### config.mk
export PLATFORM = sky130hd
export DESIGN_NAME = pipe_hazard_ctrl_flat
export DESIGN_NICKNAME = d
export VERILOG_FILES = /design/src/rtl/pipe_hazard_ctrl_pkg.sv /design/src/rtl/pipe_hazard_ctrl_if.sv /design/src/rtl/pipe_hazard_ctrl_fwd_sel.sv /design/src/rtl/pipe_hazard_ctrl.sv /design/src/flat_wrapper.sv
export SDC_FILE = /design/constraint.sdc
export NUM_CORES = 1
export LEC_CHECK = 0
export BUFFER_PORTS_ARGS = -buffer_cell sky130_fd_sc_hd__buf_2
export CAP_MARGIN = 20
export CORE_MARGIN = 2
export CORE_UTILIZATION = 55
export DETAILED_ROUTE_END_ITERATION = 16
export PLACE_DENSITY = 0.95
export SLEW_MARGIN = 40
export SYNTH_ARGS = -nofsm -noshare
export SYNTH_HDL_FRONTEND = slang
export SYNTH_HIERARCHICAL = 1
export SYNTH_SLANG_ARGS = --single-unit
### constraint.sdc
create_clock -name clk -period 6.81 [get_ports clk]
set_input_delay 0.3405 -clock clk [delete_from_list [all_inputs] [get_ports clk]]
set_output_delay 0.3405 -clock clk [all_outputs]
set_load 0.01 [all_outputs]
### src/rtl/pipe_hazard_ctrl_pkg.sv
// Shared types and constants for the pipeline hazard controller.
// Latency: n/a (declarations only).
// Backpressure: n/a.
package pipe_hazard_ctrl_pkg;

    // Controller state encoding; RUN must be zero so reset lands in normal flow.
    typedef enum logic [1:0] {
        RUN     = 2'd0,
        MC_WAIT = 2'd1,
        FLUSH   = 2'd2
    } state_t;

    // Forwarding select value meaning "take the operand from the register file".
    localparam int SEL_RF = 0;

    // Width of the shared MC_WAIT / FLUSH down-counter.
    localparam int DCNT_W = 4;

endpackage

### src/rtl/pipe_hazard_ctrl_if.sv
// Bundle of ID-stage, producer-stage and control signals between pipeline and hazard controller.
// Latency: n/a (wiring only).
// Backpressure: n/a; stalls are expressed through pc_we/ir_we/id_bubble.
interface pipe_hazard_ctrl_if #(
    parameter int REG_AW = 5,
    parameter int NSTG   = 3,
    parameter int CNT_W  = 16
);
    localparam int SELW = $clog2(NSTG + 1);

    // ID stage operands
    logic [REG_AW-1:0]      id_rs;
    logic [REG_AW-1:0]      id_rt;
    logic                   id_use_rs;
    logic                   id_use_rt;
    logic                   id_mc;
    // Producer stages after ID, bit/slice k-1 is stage k
    logic [NSTG-1:0]        stg_wreg;
    logic [NSTG*REG_AW-1:0] stg_wn;
    logic [NSTG-1:0]        stg_nrdy;
    logic                   br_taken;
    // Controls back to the pipeline
    logic                   pc_we;
    logic                   ir_we;
    logic                   id_bubble;
    logic                   flush;
    logic [SELW-1:0]        fwd_a;
    logic [SELW-1:0]        fwd_b;
    logic [CNT_W-1:0]       stall_cnt;
    logic [CNT_W-1:0]       flush_cnt;

    // Pipeline side: drives hazard information, consumes controls.
    modport master (
        output id_rs, id_rt, id_use_rs, id_use_rt, id_mc,
        output stg_wreg, stg_wn, stg_nrdy, br_taken,
        input  pc_we, ir_we, id_bubble, flush, fwd_a, fwd_b, stall_cnt, flush_cnt
    );

    // Controller side.
    modport slave (
        input  id_rs, id_rt, id_use_rs, id_use_rt, id_mc,
        input  stg_wreg, stg_wn, stg_nrdy, br_taken,
        output pc_we, ir_we, id_bubble, flush, fwd_a, fwd_b, stall_cnt, flush_cnt
    );

endinterface

### src/rtl/pipe_hazard_ctrl_fwd_sel.sv
// Nearest-producer forwarding select for one ID operand, plus its not-ready flag.
// Latency: purely combinational.
// Backpressure: none; nrdy is consumed by the controller to stall ID.
module pipe_fwd_sel
    import pipe_hazard_ctrl_pkg::*;
#(
    parameter int REG_AW = 5,
    parameter int NSTG   = 3,
    parameter int SELW   = $clog2(NSTG + 1)
) (
    input  logic [REG_AW-1:0]      reg_n,
    input  logic                   use_reg,
    input  logic [NSTG-1:0]        stg_wreg,
    input  logic [NSTG*REG_AW-1:0] stg_wn,
    input  logic [NSTG-1:0]        stg_nrdy,
    output logic [SELW-1:0]        sel,
    output logic                   nrdy
);

    // Scan oldest to youngest so the smallest matching stage number wins;
    // register 0 is hard-wired and never forwarded.
    always_comb begin
        sel  = SELW'(SEL_RF);
        nrdy = 1'b0;
        for (int k = NSTG; k >= 1; k--) begin
            if (use_reg && (reg_n != '0) && stg_wreg[k-1] &&
                (stg_wn[(k-1)*REG_AW +: REG_AW] == reg_n)) begin
                sel  = SELW'(k);
                nrdy = stg_nrdy[k-1];
            end
        end
    end

endmodule

### src/rtl/pipe_hazard_ctrl.sv
// Pipeline hazard controller: operand forwarding, load-use stall, multi-cycle hold, branch flush.
// Latency: controls are combinational from current state and inputs; state/counters update on clk.
// Backpressure: holds PC and IF/ID via pc_we/ir_we and injects ID bubbles while stalled.
module pipe_hazard_ctrl
    import pipe_hazard_ctrl_pkg::*;
#(
    parameter int REG_AW    = 5,
    parameter int NSTG      = 3,
    parameter int MC_LAT    = 4,
    parameter int FLUSH_CYC = 2,
    parameter int CNT_W     = 16
) (
    input  logic               clk,
    input  logic               rst,
    pipe_hazard_ctrl_if.slave  bus
);

    localparam int SELW = $clog2(NSTG + 1);

    state_t              state, state_nxt;
    logic [DCNT_W-1:0]   dcnt, dcnt_nxt;
    logic [CNT_W-1:0]    stall_cnt, flush_cnt;
    logic [SELW-1:0]     sel_a, sel_b;
    logic                nrdy_a, nrdy_b;
    logic                hz_stall;
    logic                pc_we, ir_we, id_bubble, flush;

    pipe_fwd_sel #(.REG_AW(REG_AW), .NSTG(NSTG), .SELW(SELW)) u_fwd_a (
        .reg_n    (bus.id_rs),
        .use_reg  (bus.id_use_rs),
        .stg_wreg (bus.stg_wreg),
        .stg_wn   (bus.stg_wn),
        .stg_nrdy (bus.stg_nrdy),
        .sel      (sel_a),
        .nrdy     (nrdy_a)
    );

    pipe_fwd_sel #(.REG_AW(REG_AW), .NSTG(NSTG), .SELW(SELW)) u_fwd_b (
        .reg_n    (bus.id_rt),
        .use_reg  (bus.id_use_rt),
        .stg_wreg (bus.stg_wreg),
        .stg_wn   (bus.stg_wn),
        .stg_nrdy (bus.stg_nrdy),
        .sel      (sel_b),
        .nrdy     (nrdy_b)
    );

    assign hz_stall = nrdy_a | nrdy_b;

    // Next-state and control decode; reset forces the idle RUN outputs
    // combinationally so nothing leaks out while rst is held.
    always_comb begin
        state_nxt = state;
        dcnt_nxt  = dcnt;
        pc_we     = 1'b1;
        ir_we     = 1'b1;
        id_bubble = 1'b0;
        flush     = 1'b0;
        if (rst) begin
            state_nxt = RUN;
            dcnt_nxt  = '0;
        end else if (bus.br_taken) begin
            // Taken branch wins in every state: kill IF/ID and start the bubble window.
            flush = 1'b1;
            if (FLUSH_CYC > 1) begin
                state_nxt = FLUSH;
                dcnt_nxt  = DCNT_W'(FLUSH_CYC - 1);
            end else begin
                state_nxt = RUN;
                dcnt_nxt  = '0;
            end
        end else begin
            case (state)
                RUN: begin
                    if (hz_stall) begin
                        pc_we     = 1'b0;
                        ir_we     = 1'b0;
                        id_bubble = 1'b1;
                    end else if (bus.id_mc) begin
                        // Op issues this cycle; MC_WAIT covers the remaining MC_LAT-1 cycles.
                        pc_we     = 1'b0;
                        ir_we     = 1'b0;
                        state_nxt = MC_WAIT;
                        dcnt_nxt  = DCNT_W'(MC_LAT - 2);
                    end
                end
                MC_WAIT: begin
                    pc_we     = 1'b0;
                    ir_we     = 1'b0;
                    id_bubble = 1'b1;
                    if (dcnt == '0) begin
                        state_nxt = RUN;
                    end else begin
                        dcnt_nxt = dcnt - 1'b1;
                    end
                end
                FLUSH: begin
                    // Counter holds the number of FLUSH cycles still to run.
                    id_bubble = 1'b1;
                    dcnt_nxt  = (dcnt == '0) ? '0 : dcnt - 1'b1;
                    if (dcnt <= DCNT_W'(1)) begin
                        state_nxt = RUN;
                    end
                end
                default: begin
                    state_nxt = RUN;
                    dcnt_nxt  = '0;
                end
            endcase
        end
    end

    // State and down-counter register.
    always_ff @(posedge clk or posedge rst) begin
        if (rst) begin
            state <= RUN;
            dcnt  <= '0;
        end else begin
            state <= state_nxt;
            dcnt  <= dcnt_nxt;
        end
    end

    // Performance counters, wrapping naturally at 2^CNT_W.
    always_ff @(posedge clk or posedge rst) begin
        if (rst) begin
            stall_cnt <= '0;
            flush_cnt <= '0;
        end else begin
            if (!pc_we) begin
                stall_cnt <= stall_cnt + CNT_W'(1);
            end
            if (flush) begin
                flush_cnt <= flush_cnt + CNT_W'(1);
            end
        end
    end

    assign bus.pc_we     = pc_we;
    assign bus.ir_we     = ir_we;
    assign bus.id_bubble = id_bubble;
    assign bus.flush     = flush;
    assign bus.fwd_a     = sel_a;
    assign bus.fwd_b     = sel_b;
    assign bus.stall_cnt = stall_cnt;
    assign bus.flush_cnt = flush_cnt;

endmodule

### src/flat_wrapper.sv
// flat-port wrapper written by rule: the top's interface ports become plain ports
module pipe_hazard_ctrl_flat import pipe_hazard_ctrl_pkg::*;
#(
    parameter int REG_AW    = 5,
    parameter int NSTG      = 3,
    parameter int MC_LAT    = 4,
    parameter int FLUSH_CYC = 2,
    parameter int CNT_W     = 16
)
  (clk, rst, bus_id_rs, bus_id_rt, bus_id_use_rs, bus_id_use_rt, bus_id_mc, bus_stg_wreg, bus_stg_wn, bus_stg_nrdy, bus_br_taken, bus_pc_we, bus_ir_we, bus_id_bubble, bus_flush, bus_fwd_a, bus_fwd_b, bus_stall_cnt, bus_flush_cnt);
  pipe_hazard_ctrl_if #(.REG_AW(REG_AW), .NSTG(NSTG), .CNT_W(CNT_W)) bus_i ();
  input  logic clk;
  input  logic rst;
  input wire logic [$bits(bus_i.id_rs)-1:0] bus_id_rs;
  input wire logic [$bits(bus_i.id_rt)-1:0] bus_id_rt;
  input wire logic [$bits(bus_i.id_use_rs)-1:0] bus_id_use_rs;
  input wire logic [$bits(bus_i.id_use_rt)-1:0] bus_id_use_rt;
  input wire logic [$bits(bus_i.id_mc)-1:0] bus_id_mc;
  input wire logic [$bits(bus_i.stg_wreg)-1:0] bus_stg_wreg;
  input wire logic [$bits(bus_i.stg_wn)-1:0] bus_stg_wn;
  input wire logic [$bits(bus_i.stg_nrdy)-1:0] bus_stg_nrdy;
  input wire logic [$bits(bus_i.br_taken)-1:0] bus_br_taken;
  output wire logic [$bits(bus_i.pc_we)-1:0] bus_pc_we;
  output wire logic [$bits(bus_i.ir_we)-1:0] bus_ir_we;
  output wire logic [$bits(bus_i.id_bubble)-1:0] bus_id_bubble;
  output wire logic [$bits(bus_i.flush)-1:0] bus_flush;
  output wire logic [$bits(bus_i.fwd_a)-1:0] bus_fwd_a;
  output wire logic [$bits(bus_i.fwd_b)-1:0] bus_fwd_b;
  output wire logic [$bits(bus_i.stall_cnt)-1:0] bus_stall_cnt;
  output wire logic [$bits(bus_i.flush_cnt)-1:0] bus_flush_cnt;
  assign bus_i.id_rs = bus_id_rs;
  assign bus_i.id_rt = bus_id_rt;
  assign bus_i.id_use_rs = bus_id_use_rs;
  assign bus_i.id_use_rt = bus_id_use_rt;
  assign bus_i.id_mc = bus_id_mc;
  assign bus_i.stg_wreg = bus_stg_wreg;
  assign bus_i.stg_wn = bus_stg_wn;
  assign bus_i.stg_nrdy = bus_stg_nrdy;
  assign bus_i.br_taken = bus_br_taken;
  assign bus_pc_we = bus_i.pc_we;
  assign bus_ir_we = bus_i.ir_we;
  assign bus_id_bubble = bus_i.id_bubble;
  assign bus_flush = bus_i.flush;
  assign bus_fwd_a = bus_i.fwd_a;
  assign bus_fwd_b = bus_i.fwd_b;
  assign bus_stall_cnt = bus_i.stall_cnt;
  assign bus_flush_cnt = bus_i.flush_cnt;
  pipe_hazard_ctrl #(.REG_AW(REG_AW), .NSTG(NSTG), .MC_LAT(MC_LAT), .FLUSH_CYC(FLUSH_CYC), .CNT_W(CNT_W)) u_core (.clk(clk), .rst(rst), .bus(bus_i));
endmodule
==> results_dict.tcl <==
set metrics [dict create \
    start_kind "input port" \
    final_cell_mix "buf_2 (76), xnor2_1 (48), dfrtp_1 (38), nand4_1 (15), nand2_1 (13)" \
    synth_top_family_by_area "simple AND/OR/NAND/NOR gates" \
    period_minus_slack_ns 3.38 \
    synth_top_cell_by_area "dfrtp_1" \
    port_buffers 76 \
    timing.hold.ws_ns 0.185 \
    async_reset_ff_share_pct 100 \
    synth-seq-cells 38 \
    synthTopCellsByArea "dfrtp_1 (40%), xnor2_1 (17%), xor2_1 (4.4%)" \
    syn_nets 282 \
    slew_headroom_pct 44.4 \
    die_area_mm2 0.00492 \
    regArea_um2 951 \
    fin_skew_ns 0.00847 \
    synth-main-ff-cell "dfrtp_1" \
    hold_buffers 0 \
    min_period_over_period_pct 49.6 \
    die_height_um 70.1 \
    grt_pass1_vias 2070 \
    setup_viol 0 \
    syn_to_final_growth_pct 21.3 \
    vdd_drop_max_mv 0.230 \
    synth_compound_area_share_pct 6.82 \
    coreArea_mm2 0.00429 \
    synth-edff-count 0 \
    syn_avg_cell_area_um2 10.1 \
    fmax_ghz 0.296 \
    vias_per_cell 5.67 \
    synth_warnings 6 \
    n_antenna_cell 0 \
    initial_utilization_pct 56.0 \
    cts_tree "done" \
    slowest_stage "nor4_4" \
    grt_max_degree 24 \
    rows 24 \
    via_count 2086 \
    layout-drive-gt1-share_pct 31.0 \
    wl_per_cell_um 14.8 \
    wl_um 5460 \
    synth-xor-area-share_pct 21.9 \
    cts_buffers 5 \
    multi_input_area_mm2 0.00139 \
    crit_required_ns 6.47 \
    track_usage_pct 23.0 \
    hp-class "in2async" \
    netlist_instances 237 \
    post_cts_buffers 0 \
    die_w_um 70.1 \
    synth_top_area_share_pct 39.5 \
    fin_ws_ns 3.43 \
    hpwl_um 4320 \
    gp_congestion 0.954 \
    cts.sinks 38 \
    grt_pass1_wl_um 9110 \
    netlist_area_mm2 0.00240 \
    yosys.area_share.adder_pct 4.16 \
    num-fill-cells 316 \
    p_leak_nw 1.37 \
    cts_buffer_depth 2 \
    synth_cell_types 42 \
    crit_fanout 17 \
    root_buffer "clkbuf_8" \
    drtIter0Drc 124 \
    stdcell_count 368 \
    dp_cells 360 \
    post_cts_resized 0 \
    layout.nets 360 \
    rsz0062_at_grt "no" \
    drtAntennaViolNets 0 \
    reg2reg_depth 6 \
    dp_slack_ns 3.49 \
    synthSimpleGateAreaFrac_pct 23.4 \
    antenna_found_initial 0 \
    worst_setup_path_end_kind "output pin" \
    drc_errors 0 \
    outcome "finished, final reports clean" \
    max_stage_delay_ns 0.71 \
    ys_seq_area_share_pct 39.5 \
    ioPinCount 77 \
    drt_pass1_iterations 4 \
    totalPowerFinal_mw 0.627 \
    cp_cell_sequence "buf_2 -> or4_1 -> o21ai_2 -> nor3_2 -> or3b_1 -> a21oi_2 -> nor4b_1 -> nor4_4 -> inv_1 -> buf_2" \
    yosys-mux-area-fraction_pct 1.35 \
    cap_violations 0 \
    worstSkewPairLatency_ns 0.29 \
    clk_pin_slew_ns 0.07 \
    path_class "in2out" \
    worstPathArrival_ns 3.04 \
    cts-htree-levels 2 \
    globalRouteOverflowTotal 0 \
    final_common_cell "buf_2" \
    slew_violations 0 \
    power_density_mw_per_mm2 215 \
    max_slew.worst_pin.slew_ns 0.827 \
    cpMostUsedCell "buf_2" \
    setup_tns_ns 0 \
    hold_viol 0 \
]
## area by class of cell
class                   instances  share of cell area (%)
flip-flops and latches         38                    32.6
clock buffers                   7                    2.96
repair buffers                 77                    13.3
multi-input cells             183                    47.5
well taps                      52                    2.23
clock inverters                 1                   0.172
inverters                      10                    1.29
## logic make-up (layout without fill, tap and decap cells)
family	Yosys count	count (layout)
xor gates and xnor gates	60	60
buffers and inverters	16	95
and+or+nand+nor	87	87
muxes	3	3
DFF	38	38
adders and majority gates	8	8
AOI/OAI and AO/OA	25	25
## where the power goes
part / internal [mW] / switching [mW]
combinational: 0.0806 / 0.0865
clock: 0.0816 / 0.0764
sequential: 0.258 / 0.0439
total: 0.420 / 0.207
## registers in the layout (all words and copies together), names as in the netlist
name	flops
u_core/bus.flush_cnt	16
u_core/bus.stall_cnt	16
u_core/dcnt	4
u_core/state	2
## cell usage after synthesis, types with 3 or more instances
cell type   n
a21oi_1     9
and3_1      6
and4_1      7
buf_2       4
dfrtp_1    38
ha_1        8
inv_1      10
nand2_1    13
nand3_1     9
nand4_1    15
nor2_1      4
nor3_1      4
nor3b_1     4
nor4_1      5
nor4b_1     3
o21ai_0     4
xnor2_1    48
xor2_1     12
## worst max-delay path: cells and delay by family
family                 cells  cell delay (ns)
AO/OA/AOI/OAI              2             0.42
AND/OR/NAND/NOR            5             1.85
buffers and inverters      3             0.41
## per-layer routing
metal,share of wire [%],GRT usage (%)
met2,53,41.1
met1,41,27.1
met3,5.1,5.34
met4,1.6,7.48
met5,0,0
## path summary, 6_finish.rpt
| kind | start | end | slack [ns] |
|---|---|---|---|
| setup / recovery | bus_id_rt[0] | bus_ir_we | 3.43 |
| hold / removal | rst | u_core/dcnt[0] | 0.18 |
| setup reg to reg | u_core/state[1] | u_core/bus.stall_cnt[9] | 4.64 |
| hold reg to reg | u_core/bus.stall_cnt[15] | u_core/bus.stall_cnt[15] | 0.47 |
| max in group asynchronous | rst | u_core/bus.flush_cnt[9] | 5.92 |
| min in group clk | rst | u_core/state[1] | 0.35 |
## stage by stage
step           area [um2]  util [%]
2_1_floorplan        2400         -
3_5_place_dp         2830      65.8
4_1_cts              2920      67.9
6_report             2920      67.9
3_3_place_gp         2830      65.8
5_1_grt              2920      67.9
(Power assumes the default switching activity.)
